$ cat config.mk
export PLATFORM = sky130hd
export DESIGN_NAME = instruction_loader
export DESIGN_NICKNAME = d
export VERILOG_FILES = /design/src/rtl/instruction_loader.sv
export SDC_FILE = /design/constraint.sdc
export NUM_CORES = 1
export LEC_CHECK = 0
export BUFFER_PORTS_ARGS = -buffer_cell sky130_fd_sc_hd__buf_2
export CORE_UTILIZATION = 60
export CTS_CLUSTER_DIAMETER = 80
export DETAILED_ROUTE_END_ITERATION = 7
export GPL_TIMING_DRIVEN = 1
export PLACE_DENSITY = 0.84
export SETUP_SLACK_MARGIN = 0.05
export SLEW_MARGIN = 30
export SYNTH_ARGS = -nofsm -noshare
export SYNTH_HDL_FRONTEND = slang
export SYNTH_SLANG_ARGS = --single-unit
$ cat constraint.sdc
create_clock -name i_clk -period 5.8 [get_ports i_clk]
set_input_delay 0.87 -clock i_clk [delete_from_list [all_inputs] [get_ports i_clk]]
set_output_delay 0.87 -clock i_clk [all_outputs]
set_load 0.02 [all_outputs]
$ cat src/rtl/instruction_loader.sv
// Program loader: assembles big-endian UART bytes into instruction words and writes them
// into instruction memory until a HALT word, a full memory, or a mid-word byte timeout.
module instruction_loader #(
    parameter int unsigned      NBITS          = 32,
    parameter int unsigned      MEM_WORDS      = 256,
    parameter logic [NBITS-1:0] HALT_WORD      = 32'hFFFF_FFFF,
    parameter int unsigned      TIMEOUT_CYCLES = 100000
) (
    input  logic                             i_clk,
    input  logic                             i_rst,
    input  logic                             i_start,
    input  logic [7:0]                       i_rx_byte,
    input  logic                             i_rx_valid,
    output logic                             o_inst_mem_wr_en,
    output logic [NBITS-1:0]                 o_inst_mem_data,
    output logic [NBITS-1:0]                 o_inst_mem_addr,
    output logic                             o_busy,
    output logic                             o_done,
    output logic                             o_error,
    output logic [$clog2(MEM_WORDS+1)-1:0]   o_word_count
);

    localparam int unsigned WCW = $clog2(MEM_WORDS + 1);
    localparam int unsigned TW  = $clog2(TIMEOUT_CYCLES + 1);
    localparam int unsigned PW  = NBITS - 8;

    localparam logic [WCW-1:0] WC_MAX     = WCW'(MEM_WORDS);
    localparam logic [TW-1:0]  TIMER_LAST = TW'(TIMEOUT_CYCLES - 1);

    typedef enum logic [2:0] {
        ST_IDLE  = 3'd0,
        ST_LOAD  = 3'd1,
        ST_WRITE = 3'd2,
        ST_DONE  = 3'd3,
        ST_ERROR = 3'd4
    } state_t;

    state_t           state_r, state_s;
    logic [1:0]       byte_cnt_r, byte_cnt_s;
    logic [PW-1:0]    partial_r, partial_s;
    logic [TW-1:0]    timer_r, timer_s;
    logic [WCW-1:0]   word_count_r, word_count_s;
    logic [WCW-1:0]   count_inc_s;
    logic [NBITS-1:0] data_r, data_s;
    logic [NBITS-1:0] addr_r, addr_s;
    logic [NBITS-1:0] word_s;
    logic             wr_en_r, wr_en_s;
    logic             busy_r, busy_s;
    logic             done_r, done_s;
    logic             error_r, error_s;

    // Next-state, datapath and registered-output decode
    always_comb begin
        state_s      = state_r;
        byte_cnt_s   = byte_cnt_r;
        partial_s    = partial_r;
        timer_s      = timer_r;
        word_count_s = word_count_r;
        data_s       = data_r;
        addr_s       = {NBITS{1'b0}};
        wr_en_s      = 1'b0;
        word_s       = {partial_r, i_rx_byte};
        count_inc_s  = (word_count_r < WC_MAX) ? (word_count_r + WCW'(1)) : word_count_r;

        case (state_r)
            ST_IDLE, ST_DONE, ST_ERROR: begin
                if (i_start) begin
                    state_s      = ST_LOAD;
                    word_count_s = {WCW{1'b0}};
                    byte_cnt_s   = 2'd0;
                    timer_s      = {TW{1'b0}};
                end else begin
                    state_s = state_r;
                end
            end
            ST_LOAD: begin
                if (i_rx_valid) begin
                    timer_s = {TW{1'b0}};
                    if (byte_cnt_r == 2'd3) begin
                        state_s    = ST_WRITE;
                        wr_en_s    = 1'b1;
                        data_s     = word_s;
                        addr_s     = NBITS'({word_count_r, 2'b00});
                        byte_cnt_s = 2'd0;
                    end else begin
                        partial_s  = word_s[PW-1:0];
                        byte_cnt_s = byte_cnt_r + 2'd1;
                    end
                end else if (byte_cnt_r != 2'd0) begin
                    // Only a partially assembled word can time out
                    if (timer_r >= TIMER_LAST) begin
                        state_s    = ST_ERROR;
                        byte_cnt_s = 2'd0;
                        timer_s    = {TW{1'b0}};
                    end else begin
                        timer_s = timer_r + TW'(1);
                    end
                end else begin
                    timer_s = {TW{1'b0}};
                end
            end
            ST_WRITE: begin
                word_count_s = count_inc_s;
                timer_s      = {TW{1'b0}};
                if ((data_r == HALT_WORD) || (count_inc_s == WC_MAX)) begin
                    state_s    = ST_DONE;
                    byte_cnt_s = 2'd0;
                end else begin
                    state_s = ST_LOAD;
                    // A byte landing in the write cycle starts the next word
                    if (i_rx_valid) begin
                        partial_s  = word_s[PW-1:0];
                        byte_cnt_s = 2'd1;
                    end else begin
                        byte_cnt_s = 2'd0;
                    end
                end
            end
            default: begin
                state_s    = ST_IDLE;
                byte_cnt_s = 2'd0;
                timer_s    = {TW{1'b0}};
            end
        endcase

        busy_s  = (state_s == ST_LOAD) || (state_s == ST_WRITE);
        done_s  = (state_s == ST_DONE);
        error_s = (state_s == ST_ERROR);
    end

    // State and output registers with asynchronous active-low reset
    always_ff @(posedge i_clk or negedge i_rst) begin
        if (!i_rst) begin
            state_r      <= ST_IDLE;
            byte_cnt_r   <= 2'd0;
            partial_r    <= {PW{1'b0}};
            timer_r      <= {TW{1'b0}};
            word_count_r <= {WCW{1'b0}};
            data_r       <= {NBITS{1'b0}};
            addr_r       <= {NBITS{1'b0}};
            wr_en_r      <= 1'b0;
            busy_r       <= 1'b0;
            done_r       <= 1'b0;
            error_r      <= 1'b0;
        end else begin
            state_r      <= state_s;
            byte_cnt_r   <= byte_cnt_s;
            partial_r    <= partial_s;
            timer_r      <= timer_s;
            word_count_r <= word_count_s;
            data_r       <= data_s;
            addr_r       <= addr_s;
            wr_en_r      <= wr_en_s;
            busy_r       <= busy_s;
            done_r       <= done_s;
            error_r      <= error_s;
        end
    end

    assign o_inst_mem_wr_en = wr_en_r;
    assign o_inst_mem_data  = data_r;
    assign o_inst_mem_addr  = addr_r;
    assign o_busy           = busy_r;
    assign o_done           = done_r;
    assign o_error          = error_r;
    assign o_word_count     = word_count_r;

endmodule

==> results of run 1 <==
[synthesized netlist by cell type, drive strengths merged (2+ instances only)]
cell,count,area share (%)
nand2,118,9.6
dfrtp,100,53
buf,33,5.5
nor2,28,2.2
mux2,25,7.6
o21ai,19,2.0
and3,13,1.9
nand4,12,1.6
nand3,10,1.1
xor2,10,1.9
inv,9,0.72
clkbuf,8,0.67
a21oi,6,0.64
xnor2,5,0.93
a31oi,4,0.53
ha,4,1.1
nand2b,4,0.53
nor3,4,0.43
o31ai,3,0.48
a21o,2,0.35
a22o,2,0.37
a311oi,2,0.37
a31o,2,0.37
and2,2,0.27
nor3b,2,0.32
nor4,2,0.27
or4,2,0.32
[cell type report]
type	instances	share of cell area, %
timing repair buffer	68	6.93
sequential	100	48.5
clock inverter	7	1.16
clock buffer	9	2.40
multi-input combinational	324	38.0
inverter	9	0.655
tap	99	2.40
[registers in the layout, indices dropped and copies added, names as in the netlist, 2 cells and up]
signal,flops
partial_r,24
timer_r,17
o_inst_mem_addr,9
byte_cnt_r,2
o_inst_mem_data,32
o_word_count,9
state_r,3
[worst max-delay path by stage]
stage / from / end / cells past startpoint
final: o_word_count[0]$_DFFE_PN0P_ / partial_r[11]$_DFFE_PN0P_ / 8
after global routing: o_word_count[0]$_DFFE_PN0P_ / partial_r[13]$_DFFE_PN0P_ / 8
after CTS: state_r[1]$_DFF_PN0_ / o_inst_mem_data[24]$_DFFE_PN0P_ / 7
after detailed placement: i_rx_valid / o_inst_mem_data[10]$_DFFE_PN0P_ / 7
after global placement: i_rx_valid / o_inst_mem_data[24]$_DFFE_PN0P_ / 7
after floorplan: i_rx_valid / timer_r[5]$_DFFE_PN0P_ / 6
[power by group through the flow]
| stage | clock, W | sequential (W) | combinational [W] |
|---|---|---|---|
| 2_1_floorplan | 0 | 0.00119 | 0.000466 |
| 3_3_place_gp | 0 | 0.00109 | 0.000757 |
| 3_5_place_dp | 0 | 0.00110 | 0.000789 |
| 4_1_cts | 0.000418 | 0.00109 | 0.000795 |
| 5_1_grt | 0.000446 | 0.00112 | 0.000864 |
| 6_report | 0.000410 | 0.00110 | 0.000790 |
[routing by layer]
layer	routed length, um	GRT usage, %	share of wire [%]
met2	4510	39.6	49
met5	0	0	0
met3	457	4.04	5.0
met1	4050	31.7	44
met4	136	10.3	1.5
[critical path: cells and delay by family, from the launching register on]
family | cells | cell delay, ns
AOI/OAI and AO/OA | 4 | 1.24
muxes | 1 | 0.31
DFF | 1 | 0.45
and+or+nand+nor | 1 | 0.20
buffers and inverters | 1 | 0.25
adders and majority gates | 1 | 0.33
[logic make-up after synthesis]
group                    count (synthesis)  share of synthesized area [%]
adder cells (fa/ha/maj)                  4                           1.07
multiplexers                            25                           7.59
AND/OR/NAND/NOR                        207                           20.4
flip-flops                             100                           53.3
XOR/XNOR                                15                           2.80
buffers and inverters                   50                           6.85
other                                    1                         0.0799
AO/OA/AOI/OAI                           50                           7.97
[stage by stage]
step                hold slack (ns)  instances  worst slack [ns]  utilization [%]
floorplan                     0.433        474              3.38                -
global placement              0.444        599              2.53             66.9
detailed placement            0.456        600              2.47             67.1
CTS                           0.441        616              2.73             69.6
global route                  0.469        616              2.72             69.7
finish                        0.431        616              2.91             69.7
==> out/summary.txt, run 1 <==
clock buffer depth: 2
Post-synth top flop: dfrtp_1
Crit Path Category: flop to flop
H-tree lvl count: 3
Mean Syn Cell Area: 10.4 um^2
CP required: 6.05 ns
Gate power share: 34.4%
Post-synth EDFFs: 0
Fmax achieved: 0.346 GHz
Remaining DRCs: 0
maximum fanout along the worst path: 14
crit path time final: 2.89 ns
global-route wire length before repair: 15700 um
Post-CTS Hold Fix Bufs: 0
CP Capture Type: flop
max-cap violation count: 0
Post-CTS Resized: 0
# IOs: 89
cell-internal power: 0.00142 W
Final Slew Violations: 0
CTS root buf: clkbuf_8
Die Ht: 90.5 um
placed cell area: 4970 um^2
Detailed Routing Iterations Pass 1: 5
Num CTS Buffers: 9
Slowest cell on crit path: o2111ai_4
GRT overflow: 0
RSZ-0062 raised after global routing: no
Syn Inst Count: 452
Worst VDD drop: 0.188 mV
drt wl/cell: 14.9 um
hpwl dp: 6430 um
Std-Cell Rows: 31
Initial Util: 63.4%
post-route design area: 5160 um^2
Synth Cell Area: 4700 um^2
setup TNS: 0 ns
max incr delay on CP: 0.62 ns
fraction of layout cells with a size suffix above 1: 24.0%
Seq/Total Area, Yosys: 53.3%
vias post-DR: 3388
Psw: 0.000879 W
r2r setup slk: 2.91 ns
CTS tree: built
commonest cells after routing, fill and taps aside: 117 x nand2_1, 100 x dfrtp_1, 64 x buf_2, 28 x nor2_1, 23 x conb_1
core area: 7410 um^2
Least-Margin Pin Slew: 0.904 ns
P_leak: 2.69 nW
drt first-iter violations: 173
die area: 8180 um^2
Reg-to-Reg End: partial_r[11]$_DFFE_PN0P_
Worst EP arrival: 3.15 ns
Hold WC Path Type: primary input to asynchronous set/reset pin
routed wire length: 9160 um
Synth cell types: 58
register area: 2500 um^2
mean number of vias per cell: 5.50
FILL cells: 558
register share of total power: 47.7%
Yosys reg bits: 100
YS warnings: 0
nets: 528
antenna violations before repair: 0
clk_lat worst skew: 0.37 ns
vias in the first global route: 3353
Power, Total: 0.00230 W
post-CTS setup buffers: 0
CP Cell Sequence: ha_1 > nor3b_1 > a21oi_1 > a2111oi_4 > a22oi_2 > o2111ai_4 > buf_8 > mux2_4
Critical Path Source Type: flop
Die W: 90.5 um
GPL Wtd Cong: 0.846
Period Utilization, post-route: 49.9%
commonest non-fill, non-tap cell in the layout: nand2_1
port bufs: 65
worst rel slew slack: 39.3%
largest net degree at the start of global routing: 67
Num Clock Sinks: 100
# diodes: 0
Reg clk slew, reported paths: 0.10 ns
share of synthesized flip-flops with an asynchronous set or reset: 100%
RR Startpoint: o_word_count[0]$_DFFE_PN0P_
PwrDens: 445 nW/um^2
clk_skew: 0.0176 ns
synth-to-layout area growth: 9.91%
switching share of total power: 38.3%
Worst R2R Path Depth: 8
Setup-failing EPs final: 0
Clock power frac: 17.8%
outcome: finished clean
GRT Total Usage: 24.1%
area of the multi-input gates: 1960 um^2
Post-DRT Antenna Nets: 0
Final Hold Viols: 0
No activity file was read; power rests on OpenSTA's default activity.
==> inputs of run 2 (changes only) <==
--- a/config.mk
+++ b/config.mk
@@ -6,11 +6,11 @@
 export NUM_CORES = 1
 export LEC_CHECK = 0
 export BUFFER_PORTS_ARGS = -buffer_cell sky130_fd_sc_hd__buf_2
-export CORE_UTILIZATION = 60
+export CORE_UTILIZATION = 55
 export CTS_CLUSTER_DIAMETER = 80
 export DETAILED_ROUTE_END_ITERATION = 7
 export GPL_TIMING_DRIVEN = 1
-export PLACE_DENSITY = 0.84
+export PLACE_DENSITY = 0.78
 export SETUP_SLACK_MARGIN = 0.05
 export SLEW_MARGIN = 30
 export SYNTH_ARGS = -nofsm -noshare
==> constraint.sdc (replaced) <==
create_clock -name i_clk -period 2.7 [get_ports i_clk]
set_input_delay 0.405 -clock i_clk [delete_from_list [all_inputs] [get_ports i_clk]]
set_output_delay 0.405 -clock i_clk [all_outputs]
set_load 0.02 [all_outputs]
==> out/summary.txt, run 2 (synthesis results as in run 1) <==
outcome: finished clean
synth-to-layout area growth: 11.9%
largest net degree at the start of global routing: 42
Num CTS Buffers: 9
Worst R2R Path Depth: 8
drt first-iter violations: 178
Die W: 94.4 um
Initial Util: 56.9%
H-tree lvl count: 3
Die Ht: 94.4 um
clk_lat worst skew: 0.37 ns
Worst EP arrival: 2.75 ns
max FFs per register: 32
CTS tree: built
CTS root buf: clkbuf_8
Least-Margin Pin Slew: 0.817 ns
mean number of vias per cell: 5.38
commonest cells after routing, fill and taps aside: 117 x nand2_1, 100 x dfrtp_1, 64 x buf_2, 28 x nor2_1, 23 x conb_1
Std-Cell Rows: 33
Final Slew Violations: 0
clock buffer depth: 2
global-route wire length before repair: 15000 um
Fmax achieved: 0.402 GHz
Setup-failing EPs final: 0
GRT Total Usage: 22.1%
RR Startpoint: o_word_count[0]$_DFFE_PN0P_
maximum fanout along the worst path: 24
commonest non-fill, non-tap cell in the layout: nand2_1
Final Hold Viols: 0
final std cells w/o fill: 630
GPL Wtd Cong: 0.873
fraction of layout cells with a size suffix above 1: 25.0%
worst rel slew slack: 45.4%
Hold WC Path Type: primary input to asynchronous set/reset pin
Worst VDD drop: 0.349 mV
port bufs: 65
P_leak: 2.75 nW
max-cap violation count: 0
core area: 8260 um^2
RSZ-0062 raised after global routing: no
hpwl dp: 6570 um
setup TNS: 0 ns
r2r setup slk: 0.21 ns
Detailed Routing Iterations Pass 1: 5
Crit Path Category: flop to flop
Period Utilization, post-route: 92.2%
antenna violations before repair: 0
# IOs: 89
PwrDens: 947 nW/um^2
die area: 8910 um^2
CP required: 2.96 ns
Post-CTS Resized: 0
routed wire length: 9020 um
vias post-DR: 3389
drt wl/cell: 14.3 um
Reg-to-Reg End: partial_r[16]$_DFFE_PN0P_
CP Capture Type: flop
Reg clk slew, reported paths: 0.11 ns
clk_skew: 0.0194 ns
GRT overflow: 0
nets: 536
Placed Instances: 614
crit path time final: 2.49 ns
Remaining DRCs: 0
Critical Path Source Type: flop
post-CTS setup buffers: 0
Post-CTS Hold Fix Bufs: 0
vias in the first global route: 3116
Num Clock Sinks: 100
# diodes: 0
Post-DRT Antenna Nets: 0
run 2: how the worst max path moves through the flow:
| stage | startpoint | to | slack [ns] | depth (start not counted) |
|---|---|---|---|---|
| final | o_word_count[0]$_DFFE_PN0P_ | partial_r[16]$_DFFE_PN0P_ | 0.21 | 8 |
| after global routing | o_word_count[0]$_DFFE_PN0P_ | partial_r[18]$_DFFE_PN0P_ | 0.09 | 8 |
| after CTS | o_word_count[0]$_DFFE_PN0P_ | partial_r[17]$_DFFE_PN0P_ | 0.21 | 8 |
| after detailed placement | o_word_count[0]$_DFFE_PN0P_ | partial_r[17]$_DFFE_PN0P_ | 0.23 | 8 |
| after global placement | o_word_count[0]$_DFFE_PN0P_ | partial_r[16]$_DFFE_PN0P_ | 0.26 | 8 |
| after floorplan | o_word_count[0]$_DFFE_PN0P_ | partial_r[0]$_DFFE_PN0P_ | 0.29 | 8 |
run 2: area by class of cell:
| cell class | count | area, um^2 |
|---|---|---|
| Sequential cell | 100 | 2500 |
| Clock inverter | 7 | 73.8 |
| Inverter | 9 | 33.8 |
| Timing Repair Buffer | 76 | 435 |
| Clock buffer | 9 | 124 |
| Tap cell | 105 | 131 |
| Fill cell | 679 | 3000 |
| Multi-Input combinational cell | 324 | 1950 |
run 2: per-layer routing:
metal  track usage (%)  vias to the layer above  share of wire (%)
met3              3.46                       15                3.6
met5                 0                        -                  0
met1              30.2                     1669                 46
li1                  -                     1627                  -
met4              8.46                        0                1.4
met2              35.4                       78                 49
run 2: worst max-delay path, cell delays in order (launching register included):
cell       delay, ns
dfrtp_1         0.45
ha_1            0.33
nor3b_1         0.19
a21oi_1         0.13
a2111oi_4       0.31
a22oi_2         0.13
o2111ai_4       0.24
buf_12          0.24
mux2_2          0.35
run 2: power breakdown:
part	internal [W]	total, W	leakage [nW]	switching [W]
clock network	0.000367	0.000927	0.101	0.000560
registers	0.00195	0.00234	1.30	0.000388
logic	0.000764	0.00171	1.35	0.000946
total	0.00308	0.00498	2.75	0.00189
run 2: metrics by stage:
| step | area (um^2) | worst slack (ns) | hold WS [ns] | power, W | util [%] |
|---|---|---|---|---|---|
| floorplan | 4780 | 0.289 | 0.109 | 0.00355 | - |
| global placement | 5060 | 0.260 | 0.421 | 0.00400 | 61.2 |
| detailed placement | 5060 | 0.234 | 0.425 | 0.00409 | 61.2 |
| CTS | 5260 | 0.207 | 0.0142 | 0.00502 | 63.6 |
| global route | 5260 | 0.0887 | 0.0337 | 0.00529 | 63.6 |
| finish | 5260 | 0.210 | 0.00359 | 0.00498 | 63.6 |
